## src/rtl/ram_32b_responder_if.sv

```systemverilog
// Request/response bundle between a RAM bench (master) and the memory responder (slave).
// state_dbg mirrors the responder's FSM state (0 = clearing, 1 = running).
interface ram_32b_responder_if #(
    parameter int ram_width = 8,
    parameter int add_bits  = 5
);
    logic                 write_sig;
    logic [add_bits-1:0]  write_add;
    logic [ram_width-1:0] ram_input;
    logic                 read_sig;
    logic [add_bits-1:0]  read_add;
    logic [ram_width-1:0] ram_output;
    logic                 read_valid;
    logic                 ready;
    logic [7:0]           drop_cnt;
    logic                 state_dbg;

    modport master (
        output write_sig, write_add, ram_input, read_sig, read_add,
        input  ram_output, read_valid, ready, drop_cnt, state_dbg
    );

    modport slave (
        input  write_sig, write_add, ram_input, read_sig, read_add,
        output ram_output, read_valid, ready, drop_cnt, state_dbg
    );
endinterface

```

## src/rtl/ram_32b_responder.sv

```systemverilog
// Memory-side RAM responder: zero-sweeps the array after reset, then serves one write and
// one read per cycle with a registered, valid-qualified read result.
module ram_32b_responder #(
    parameter int ram_width = 8,
    parameter int add_bits  = 5
) (
    input logic                  clk,
    input logic                  rst_n,
    ram_32b_responder_if.slave   bus
);
    localparam int DEPTH = 2 ** add_bits;
    localparam logic [add_bits-1:0] LAST_ADDR = '1;

    // Handshake: write_sig/read_sig are single-cycle requests taken on an edge only while
    // ready=1; requests seen while ready=0 are dropped and counted. read_valid pulses for
    // exactly the cycle after each accepted read, with ram_output carrying its data.

    typedef enum logic {CLEAR = 1'b0, RUN = 1'b1} state_t;

    state_t               state;
    state_t               next_state;
    logic [add_bits-1:0]  clr_ptr;
    logic [ram_width-1:0] mem [DEPTH];

    logic                 mem_we;
    logic [add_bits-1:0]  mem_wa;
    logic [ram_width-1:0] mem_wd;
    logic                 rd_accept;
    logic [ram_width-1:0] rd_data;
    logic [8:0]           drop_sum;

    // State register
    always_ff @(posedge clk) begin
        if (!rst_n) begin
            state   <= CLEAR;
            clr_ptr <= '0;
        end else begin
            state <= next_state;
            if (state == CLEAR) clr_ptr <= clr_ptr + 1'b1;
        end
    end

    // Next-state logic
    always_comb begin
        next_state = state;
        if (state == CLEAR && clr_ptr == LAST_ADDR) next_state = RUN;
    end

    // Output/control logic: the sweep owns the write port until RUN
    always_comb begin
        mem_we    = 1'b0;
        mem_wa    = bus.write_add;
        mem_wd    = bus.ram_input;
        rd_accept = 1'b0;
        case (state)
            CLEAR: begin
                mem_we = rst_n;
                mem_wa = clr_ptr;
                mem_wd = '0;
            end
            RUN: begin
                mem_we    = rst_n & bus.write_sig;
                rd_accept = bus.read_sig;
            end
            default: ;
        endcase
    end

    always_ff @(posedge clk) begin
        if (mem_we) mem[mem_wa] <= mem_wd;
    end

    // Write-first bypass when both ports hit the same address on one edge
    always_comb begin
        rd_data = mem[bus.read_add];
        if (bus.write_sig && bus.write_add == bus.read_add) rd_data = bus.ram_input;
    end

    assign drop_sum = {1'b0, bus.drop_cnt} + {8'd0, bus.write_sig} + {8'd0, bus.read_sig};

    always_ff @(posedge clk) begin
        if (!rst_n) begin
            bus.ram_output <= '0;
            bus.read_valid <= 1'b0;
            bus.drop_cnt   <= '0;
        end else begin
            bus.read_valid <= rd_accept;
            if (rd_accept) bus.ram_output <= rd_data;
            if (state == CLEAR) bus.drop_cnt <= drop_sum[8] ? 8'hFF : drop_sum[7:0];
        end
    end

    assign bus.ready     = (state == RUN);
    assign bus.state_dbg = state;
endmodule

```

## src/flat_wrapper.sv

```systemverilog
// flat-port wrapper written by rule: the top's interface ports become plain ports
module ram_32b_responder_flat 
#(
    parameter int ram_width = 8,
    parameter int add_bits  = 5
)
  (clk, rst_n, bus_write_sig, bus_write_add, bus_ram_input, bus_read_sig, bus_read_add, bus_ram_output, bus_read_valid, bus_ready, bus_drop_cnt, bus_state_dbg);
  ram_32b_responder_if #(.ram_width(ram_width), .add_bits(add_bits)) bus_i ();
  input logic clk;
  input logic rst_n;
  input wire logic [$bits(bus_i.write_sig)-1:0] bus_write_sig;
  input wire logic [$bits(bus_i.write_add)-1:0] bus_write_add;
  input wire logic [$bits(bus_i.ram_input)-1:0] bus_ram_input;
  input wire logic [$bits(bus_i.read_sig)-1:0] bus_read_sig;
  input wire logic [$bits(bus_i.read_add)-1:0] bus_read_add;
  output wire logic [$bits(bus_i.ram_output)-1:0] bus_ram_output;
  output wire logic [$bits(bus_i.read_valid)-1:0] bus_read_valid;
  output wire logic [$bits(bus_i.ready)-1:0] bus_ready;
  output wire logic [$bits(bus_i.drop_cnt)-1:0] bus_drop_cnt;
  output wire logic [$bits(bus_i.state_dbg)-1:0] bus_state_dbg;
  assign bus_i.write_sig = bus_write_sig;
  assign bus_i.write_add = bus_write_add;
  assign bus_i.ram_input = bus_ram_input;
  assign bus_i.read_sig = bus_read_sig;
  assign bus_i.read_add = bus_read_add;
  assign bus_ram_output = bus_i.ram_output;
  assign bus_read_valid = bus_i.read_valid;
  assign bus_ready = bus_i.ready;
  assign bus_drop_cnt = bus_i.drop_cnt;
  assign bus_state_dbg = bus_i.state_dbg;
  ram_32b_responder #(.ram_width(ram_width), .add_bits(add_bits)) u_core (.clk(clk), .rst_n(rst_n), .bus(bus_i));
endmodule
```

## config.mk

```make
export PLATFORM = sky130hd
export DESIGN_NAME = ram_32b_responder_flat
export DESIGN_NICKNAME = d
export VERILOG_FILES = /design/src/rtl/ram_32b_responder_if.sv /design/src/rtl/ram_32b_responder.sv /design/src/flat_wrapper.sv
export SDC_FILE = /design/constraint.sdc
export NUM_CORES = 1
export LEC_CHECK = 0
export CORE_ASPECT_RATIO = 0.5
export CORE_UTILIZATION = 45
export DETAILED_ROUTE_END_ITERATION = 10
export PLACE_DENSITY = 0.65
export REMOVE_ABC_BUFFERS = 1
export SKIP_LAST_GASP = 1
export SLEW_MARGIN = 20
export SYNTH_ARGS = -nofsm -noshare
export SYNTH_HDL_FRONTEND = slang
export SYNTH_SLANG_ARGS = --single-unit
export TNS_END_PERCENT = 50
```

## constraint.sdc

```tcl
create_clock -name clk -period 2.6 [get_ports clk]
set_input_delay 0.52 -clock clk [delete_from_list [all_inputs] [get_ports clk]]
set_output_delay 0.52 -clock clk [all_outputs]
set_load 0.05 [all_outputs]
```

Word level (Yosys, flattened, before mapping)
Memory sizes are Yosys's and may differ from the RTL's. A register that Yosys moved wholly into a read port is not among the register bits.
Index checks and enable logic that the tools add are counted.

operators by class
  add/subtract/negate cells = 3
  equal/unequal tests = 1
  muxes and demuxes = 7
  bitwise gates (word level) = 2
  reduce and logical (&&, ||, !) cells = 2

operators with widths
  kind                                                           count
  8-bit 2-to-1 mux                                               2
  8-bit by 1-bit adder with 9-bit output                         1
  9-bit by 1-bit adder with 9-bit output                         1
  5-bit by 1-bit adder with 5-bit output, second input constant  1
  5-bit equality test, second input constant                     1
  5-bit 2-to-1 mux                                               1
  1-bit 2-to-1 mux                                               3
  1-bit case mux with 2 select lines                             1
  1-bit bitwise AND                                              1
  1-bit logical AND                                              1
  1-bit logical NOT                                              1
  1-bit NOT                                                      1

word-level totals
  bits in registers = 15
  RAM bits = 256
  bits of input ports = 22
  output and inout bits = 19
  word-level logic and storage cells = 20
  memories kept = 1

memory list
  memory      words  bits a word  rd ports  clocked after memory_dff  wr ports  RTL line                 text
  u_core.mem  32     8            1         1                         1         ram_32b_responder.sv:23  logic [ram_width-1:0] mem [DEPTH];

Longest topological paths before layout
Gate-level depths: netlist (run 1).

  depth in word-level cells = 4
  gate-level depth with buffers = 9
  depth with buffers taken out = 7

Worst setup path before layout (run 1)
Ideal clock, no wire load.

  path type = flip-flop to flip-flop
  start point = reg u_core.state, in the netlist u_core.bus.ready
  end point = mem u_core.mem[12][0] (enable)
  setup time = 0.370 ns
  arrival time = 2.116 ns
  data required time = 2.230 ns
  slack = 0.113 ns
  stages on the path, launching flop included = 8
  period minus slack after synthesis = 2.487 ns
  cells stage by stage = dfxtp_1 buf_2 buf_2 buf_2 nand2_1 o32ai_1 nand2_1 nor2_1

between the ends
  cells in the longest elaborated chain, start to end = 4
  elaborated cells between the ends (all ways) = 5
  those cells by class = 4 x mux; 1 x bitwise

ends and longest elaborated chain
  item                                    RTL line                 text
  start, declared                         ram_32b_responder.sv:20  state_t state;
  start signal, assigned                  ram_32b_responder.sv:38  state <= next_state;
  1-bit NOT                               --
  1-bit case mux with 2 select lines      ram_32b_responder.sv:55  case (state)
  1-bit 2-to-1 mux                        ram_32b_responder.sv:70  if (mem_we) mem[mem_wa] <= mem_wd;
  1-bit 2-to-1 mux (implied by the code)  ram_32b_responder.sv:70
  end, declared                           ram_32b_responder.sv:23

Several ways; a longest one is shown, not always the timed one.

Worst setup path after layout (run 1)
  start point = reg u_core.bus.drop_cnt[6]
  end point = out bus_drop_cnt[6]

RTL lines
  item                    RTL line                    text
  start, declared         ram_32b_responder_if.sv:25  output ram_output, read_valid, ready, drop_cnt, state_dbg
  start signal, assigned  ram_32b_responder.sv:89     if (state == CLEAR) bus.drop_cnt <= drop_sum[8] ? 8'hFF : drop_sum[7:0];
  end, declared           flat_wrapper.sv:19          output wire logic [$bits(bus_i.drop_cnt)-1:0] bus_drop_cnt;

No word-level cell between the ends.

==> results.py, run 1 <==
metrics = {
    "status": {
        "status": "complete, no violations",
    },
    "critical_path": {
        "crit_path_max_fanout": 5,
        "critPathKind": "reg2out",
        "worstPathCellList": "clkdlybuf4s50_1",
        "startpoint_type": "flip-flop",
        "cp.arrival_ns": 1.74,
        "regToRegEndpoint": "u_core.mem[9][1]",
        "cp.required_ns": 2.08,
        "crit_family": "buffers and inverters",
        "critPathSlowestCell": "clkdlybuf4s50_1",
        "r2r-start": "u_core.bus.ready",
        "reg2reg_depth": 4,
        "rrSetupSlack_ns": 0.40,
        "cp-end-kind": "output port",
        "max_stage_delay_ns": 0.83,
        "crit_buf_inv": 1,
    },
    "sta": {
        "rsz0062_at_grt": "no",
        "setup_violations": 0,
        "hold_viol": 0,
        "worst_slack_ns": 0.3438,
        "finalClockSkew_ns": 0.009548,
        "fmax_ghz": 0.4432,
        "period_minus_slack_ns": 2.256,
        "slew_viol_final": 0,
        "worstMarginPinSlew_ns": 0.7006,
        "post-route-period-util": 0.8678,
        "slew_headroom": 0.5329,
    },
    "min_path": {
        "min_from": "u_core.bus.ram_output[3]",
        "min_path_type": "reg2reg",
        "whs_endpoint": "u_core.bus.ram_output[3]",
        "worstHoldPathCells": 2,
    },
    "route": {
        "dr.pass1.iters": 5,
        "vias_per_cell": 5.670,
        "drc": 0,
        "wire_per_inst_um": 23.81,
        "routed_wl_um": 24860,
        "num_vias": 5919,
        "antenna_left": 0,
        "drt_iter0_markers": 521,
    },
    "run": {
        "maxCapViolCount": 0,
    },
    "clock_network": {
        "path_clk_slew_ns": 0.07,
        "cts.sinks": 279,
        "clk_latency_ns": 0.51,
        "cts_max_level": 1,
        "ctsHoldBuffers": 0,
        "root_buffer": "clkbuf_16",
        "cts-buffers-inserted": 25,
        "post_cts_buffers": 0,
        "cts_resized": 0,
        "cts_buffer_depth": 3,
        "cts_tree": "yes",
    },
    "place": {
        "dp_slack_ns": -0.01163,
        "io_buffer_count": 40,
        "place.gp.congestion": 0.8861,
        "placed_cells": 999,
        "dpl_cell_area_mm2": 0.01239,
        "hpwl_um": 16400,
    },
    "global_routing": {
        "first_global_vias": 5831,
        "grt.overflow.total": 0,
        "grt_use_met1": 0.2974,
        "met2_usage": 0.3150,
        "grt_util_all_layers": 0.2005,
        "use_met3": 0.02937,
        "grt_antenna_before_repair": 0,
        "grt_busiest_layer": "met2",
        "grt_pass1_wl_um": 37180,
        "grt_max_degree": 33,
    },
    "floorplanning": {
        "row_count": 40,
        "die-area_mm2": 0.02565,
        "pin_count": 41,
        "core_area_mm2": 0.02427,
        "initial_core_util": 0.4630,
        "fp.dieH_um": 113.7,
        "dieWidth_um": 225.5,
    },
    "final_layout": {
        "syn_to_final_growth_pct": 17.42,
        "n_fill_cell": 1883,
        "layout_commonest_cell": "edfxtp_1",
        "n_antenna_cell": 0,
        "final_cell_count_no_fill": 1044,
        "final_cell_mix": "edfxtp_1 (256), buf_4 (58), mux4_2 (51), nor2_1 (49), clkdlybuf4s50_1 (35)",
        "layout.cell_area.non_filler_mm2": 0.01320,
        "drive_above_1_share": 0.2387,
        "nets": 716,
    },
    "synthesis": {
        "yosysWarnings": 0,
        "ys_ff_latch": 279,
        "syn_inst": 593,
        "seq_area_frac_synth": 0.7250,
        "ys.flop_type": "edfxtp_1",
        "avgSynthCellArea_um2": 18.95,
        "ys_async_sr_fraction": 0,
        "synthDistinctLibCells": 47,
        "synth_area_mm2": 0.01124,
        "synth-edff-count": 256,
    },
    "power": {
        "clock_power_share": 0.400,
        "p_int_w": 0.007141,
        "p_sw_w": 0.001815,
        "combinationalPowerShare": 0.055,
        "power.density_mw_per_mm2": 678.6,
        "swShare": 0.2027,
        "vdd_ir_drop_max_mv": 0.3636,
        "seq_power_share": 0.545,
        "leakage_nw": 4.281,
    },
}
-- layer usage --
layer  vias to the layer above  share of wire
met5                         -              0
met4                         0          0.021
met3                        37          0.061
met2                       210           0.47
met1                      3048           0.45
li1                       2624              -
-- logic make-up (layout without fill, tap and decap cells) --
group | after synthesis | count (layout) | synth area share
simple gates | 108 | 108 | 0.04788
fa+ha+maj | 4 | 4 | 0.005122
flops | 279 | 279 | 0.7250
mux | 82 | 82 | 0.1529
xor+xnor | 13 | 13 | 0.01013
buf+inv | 42 | 157 | 0.02149
compound gates | 65 | 65 | 0.03752
-- through the flow --
| stage | setup TNS, ns | util | power [W] | hold slack [ns] |
|---|---|---|---|---|
| floorplan | -134.19 | - | 0.005219 | 0.5128 |
| global placement | 0 | 0.5104 | 0.005463 | 0.4816 |
| detailed placement | -0.05005 | 0.5105 | 0.005467 | 0.4812 |
| CTS | 0 | 0.5435 | 0.009023 | 0.4986 |
| global route | 0 | 0.5437 | 0.009236 | 0.5216 |
| finish | 0 | 0.5437 | 0.008956 | 0.5027 |
-- how the worst max path moves through the flow --
stage	depth (start not counted)	start	endpoint	slack, ns
floorplan	4	u_core.bus.ready	u_core.mem[11][0]	-0.53
global placement	8	bus_read_sig	u_core.bus.drop_cnt[1]	0.04
detailed placement	8	bus_read_sig	u_core.bus.drop_cnt[2]	-0.01
CTS	2	u_core.bus.ready	u_core.mem[25][4]	0.26
global route	4	u_core.bus.ready	u_core.mem[9][1]	0.24
finish	1	u_core.bus.drop_cnt[6]	bus_drop_cnt[6]	0.34
-- cell type report --
cell class,instances,area (µm²),area share
flip-flops and latches,279,8148,0.6174
inverters,11,41.29,0.003129
clock buffers,32,681.9,0.05167
multi-input cells,272,2856,0.2165
clock inverters,13,117.6,0.008913
well taps,336,420.4,0.03186
repair buffers,101,930.9,0.07054
-- sequential cells by signal, summed over array words and instances, names as in the netlist --
signal,count
u_core.bus.ram_output,8
u_core.clr_ptr,5
u_core.bus.ready,1
u_core.mem,256
u_core.bus.drop_cnt,8
u_core.bus.read_valid,1
-- Yosys cell counts (6+ instances only) --
library cell  number  area, µm²
a21oi_1           10      50.05
a32oi_1            6      52.55
and2_1             8      50.05
and3_1             8      50.05
buf_2             10      50.05
buf_6              7      78.83
clkbuf_1           9      33.78
dfxtp_1           23      460.4
edfxtp_1         256       7687
inv_1             11      41.29
mux2i_1           13      130.1
mux4_1            15      394.1
mux4_2            51       1149
nand2_1           16      60.06
nand3_1            6      30.03
nor2_1            49      183.9
o21ai_1           13      65.06
o22ai_1           15      93.84
xnor2_1            9      78.83
-- tightest hold or removal path: stages (launching register included) --
cell and delay [ns]:
dfxtp_1 0.35, a32oi_1 0.06, o21ai_1 0.06
-- power groups by stage --
stage	sequential [W]	clock [W]	combinational (W)
floorplan	0.00500	0	0.000220
global placement	0.00498	0	0.000486
detailed placement	0.00498	0	0.000488
CTS	0.00488	0.00365	0.000490
global route	0.00488	0.00383	0.000521
finish	0.00488	0.00359	0.000489
No activity file was read; power rests on OpenSTA's default activity.
==> inputs of run 2 (changes only) <==
- CTS_CLUSTER_SIZE: default -> 40
- RECOVER_POWER: default -> 100
==> run 2 against run 1 <==
Against the previous run:
- global-route usage stayed put
- fmax is 2.7% lower
- clock power hardly changed
- clock skew is 0.00051 ns higher
- sequential cell count stayed put
- utilization is 0.36 points lower
- worst hold slack worse by 0.0093 ns
==> results.py, run 2 (synthesis results as in run 1) <==
metrics = {
    "clock_network": {
        "cts_resized": 0,
        "cts-buffers-inserted": 25,
        "root_buffer": "clkbuf_16",
        "clk_latency_ns": 0.51,
        "cts_max_level": 1,
        "cts_buffer_depth": 3,
        "post_cts_buffers": 0,
        "cts_tree": "yes",
        "path_clk_slew_ns": 0.06,
        "ctsHoldBuffers": 0,
        "cts.sinks": 279,
    },
    "route": {
        "drc": 0,
        "routed_wl_um": 24890,
        "dr.pass1.iters": 5,
        "antenna_left": 0,
        "wire_per_inst_um": 23.84,
        "drt_iter0_markers": 549,
        "num_vias": 5902,
        "vias_per_cell": 5.653,
    },
    "global_routing": {
        "met2_usage": 0.3150,
        "grt_max_degree": 33,
        "grt_antenna_before_repair": 0,
        "first_global_vias": 5831,
        "grt_busiest_layer": "met2",
        "grt.overflow.total": 0,
        "grt_use_met1": 0.2974,
        "grt_util_all_layers": 0.2005,
        "use_met3": 0.02937,
        "grt_pass1_wl_um": 37180,
    },
    "critical_path": {
        "crit_path_max_fanout": 5,
        "cp-end-kind": "output port",
        "startpoint_type": "flip-flop",
        "crit_family": "buffers and inverters",
        "cp.arrival_ns": 1.80,
        "cp.required_ns": 2.08,
        "critPathKind": "reg2out",
        "critPathSlowestCell": "dlygate4sd3_1",
        "max_stage_delay_ns": 0.89,
        "worstPathCellList": "dlygate4sd3_1",
        "crit_buf_inv": 1,
    },
    "status": {
        "status": "complete, no violations",
    },
    "final_layout": {
        "largest_register_ffs": 256,
        "top_regs": "u_core.mem (256), u_core.bus.drop_cnt (8), u_core.bus.ram_output (8)",
        "final_cell_mix": "edfxtp_1 (256), mux4_2 (51), nor2_1 (49), buf_4 (30), clkbuf_16 (25)",
        "layout_commonest_cell": "edfxtp_1",
        "final_cell_count_no_fill": 1044,
        "syn_to_final_growth_pct": 16.66,
        "regMostFlops": "u_core.mem",
        "nets": 716,
        "drive_above_1_share": 0.2189,
        "n_antenna_cell": 0,
        "layout.cell_area.non_filler_mm2": 0.01311,
    },
    "sta": {
        "period_minus_slack_ns": 2.319,
        "hold_viol": 0,
        "worstMarginPinSlew_ns": 1.275,
        "worst_slack_ns": 0.2811,
        "slew_viol_final": 0,
        "finalClockSkew_ns": 0.01006,
        "setup_violations": 0,
        "rsz0062_at_grt": "no",
        "hold-worst-slack_ns": 0.4934,
        "slew_headroom": 0.1499,
        "fmax_ghz": 0.4312,
        "post-route-period-util": 0.8919,
    },
    "place": {
        "dp_slack_ns": -0.01163,
        "placed_cells": 999,
        "dpl_cell_area_mm2": 0.01239,
        "io_buffer_count": 40,
        "hpwl_um": 16400,
        "place.gp.congestion": 0.8861,
    },
    "power": {
        "fin_total_pwr_w": 0.008946,
        "power.density_mw_per_mm2": 682.4,
        "vdd_ir_drop_max_mv": 0.3646,
        "leakage_nw": 4.278,
    },
    "run": {
        "maxCapViolCount": 0,
    },
    "floorplanning": {
        "core_area_mm2": 0.02427,
        "fp.dieH_um": 113.7,
        "initial_core_util": 0.4630,
        "row_count": 40,
        "dieWidth_um": 225.5,
        "die-area_mm2": 0.02565,
        "pin_count": 41,
    },
    "min_path": {
        "min_path_type": "reg2reg",
    },
}
-- run 2: routing by layer --
layer,share of wire,up-vias
li1,-,2626
met1,0.45,3021
met2,0.47,221
met3,0.058,34
met4,0.021,0
met5,0,-
-- run 2: through the flow --
step / TNS (ns) / util
2_1_floorplan: -134.19 / -
3_3_place_gp: 0 / 0.5104
3_5_place_dp: -0.05005 / 0.5105
4_1_cts: 0 / 0.5435
5_1_grt: 0 / 0.5401
6_report: 0 / 0.5401
-- run 2: final cells by class --
class	count	area [µm²]
Clock buffer	32	681.9
Tap cell	336	420.4
Timing Repair Buffer	101	848.3
Fill cell	1908	11160
Inverter	11	41.29
Multi-Input combinational cell	272	2853
Sequential cell	279	8148
Clock inverter	13	117.6
-- run 2: worst min-delay path, delay by kind of cell, from the launching register on --
family / cells / cell delay, ns
compound gates: 2 / 0.12
flops: 1 / 0.33
-- run 2: where the power goes --
group	internal (W)	switching [W]
sequential	0.00486	0.0000182
combinational	0.000221	0.000260
clock	0.00205	0.00153
total	0.00713	0.00181
-- run 2: worst paths after layout --
path | start | end | slack (ns) | depth (start not counted)
worst min register to register | u_core.bus.ram_output[0] | u_core.bus.ram_output[0] | 0.49 | 2
worst min-delay path | u_core.bus.ram_output[0] | u_core.bus.ram_output[0] | 0.49 | 2
worst max register to register | u_core.bus.ready | u_core.mem[6][3] | 0.28 | 5
worst max-delay path | u_core.bus.drop_cnt[6] | bus_drop_cnt[6] | 0.28 | 1
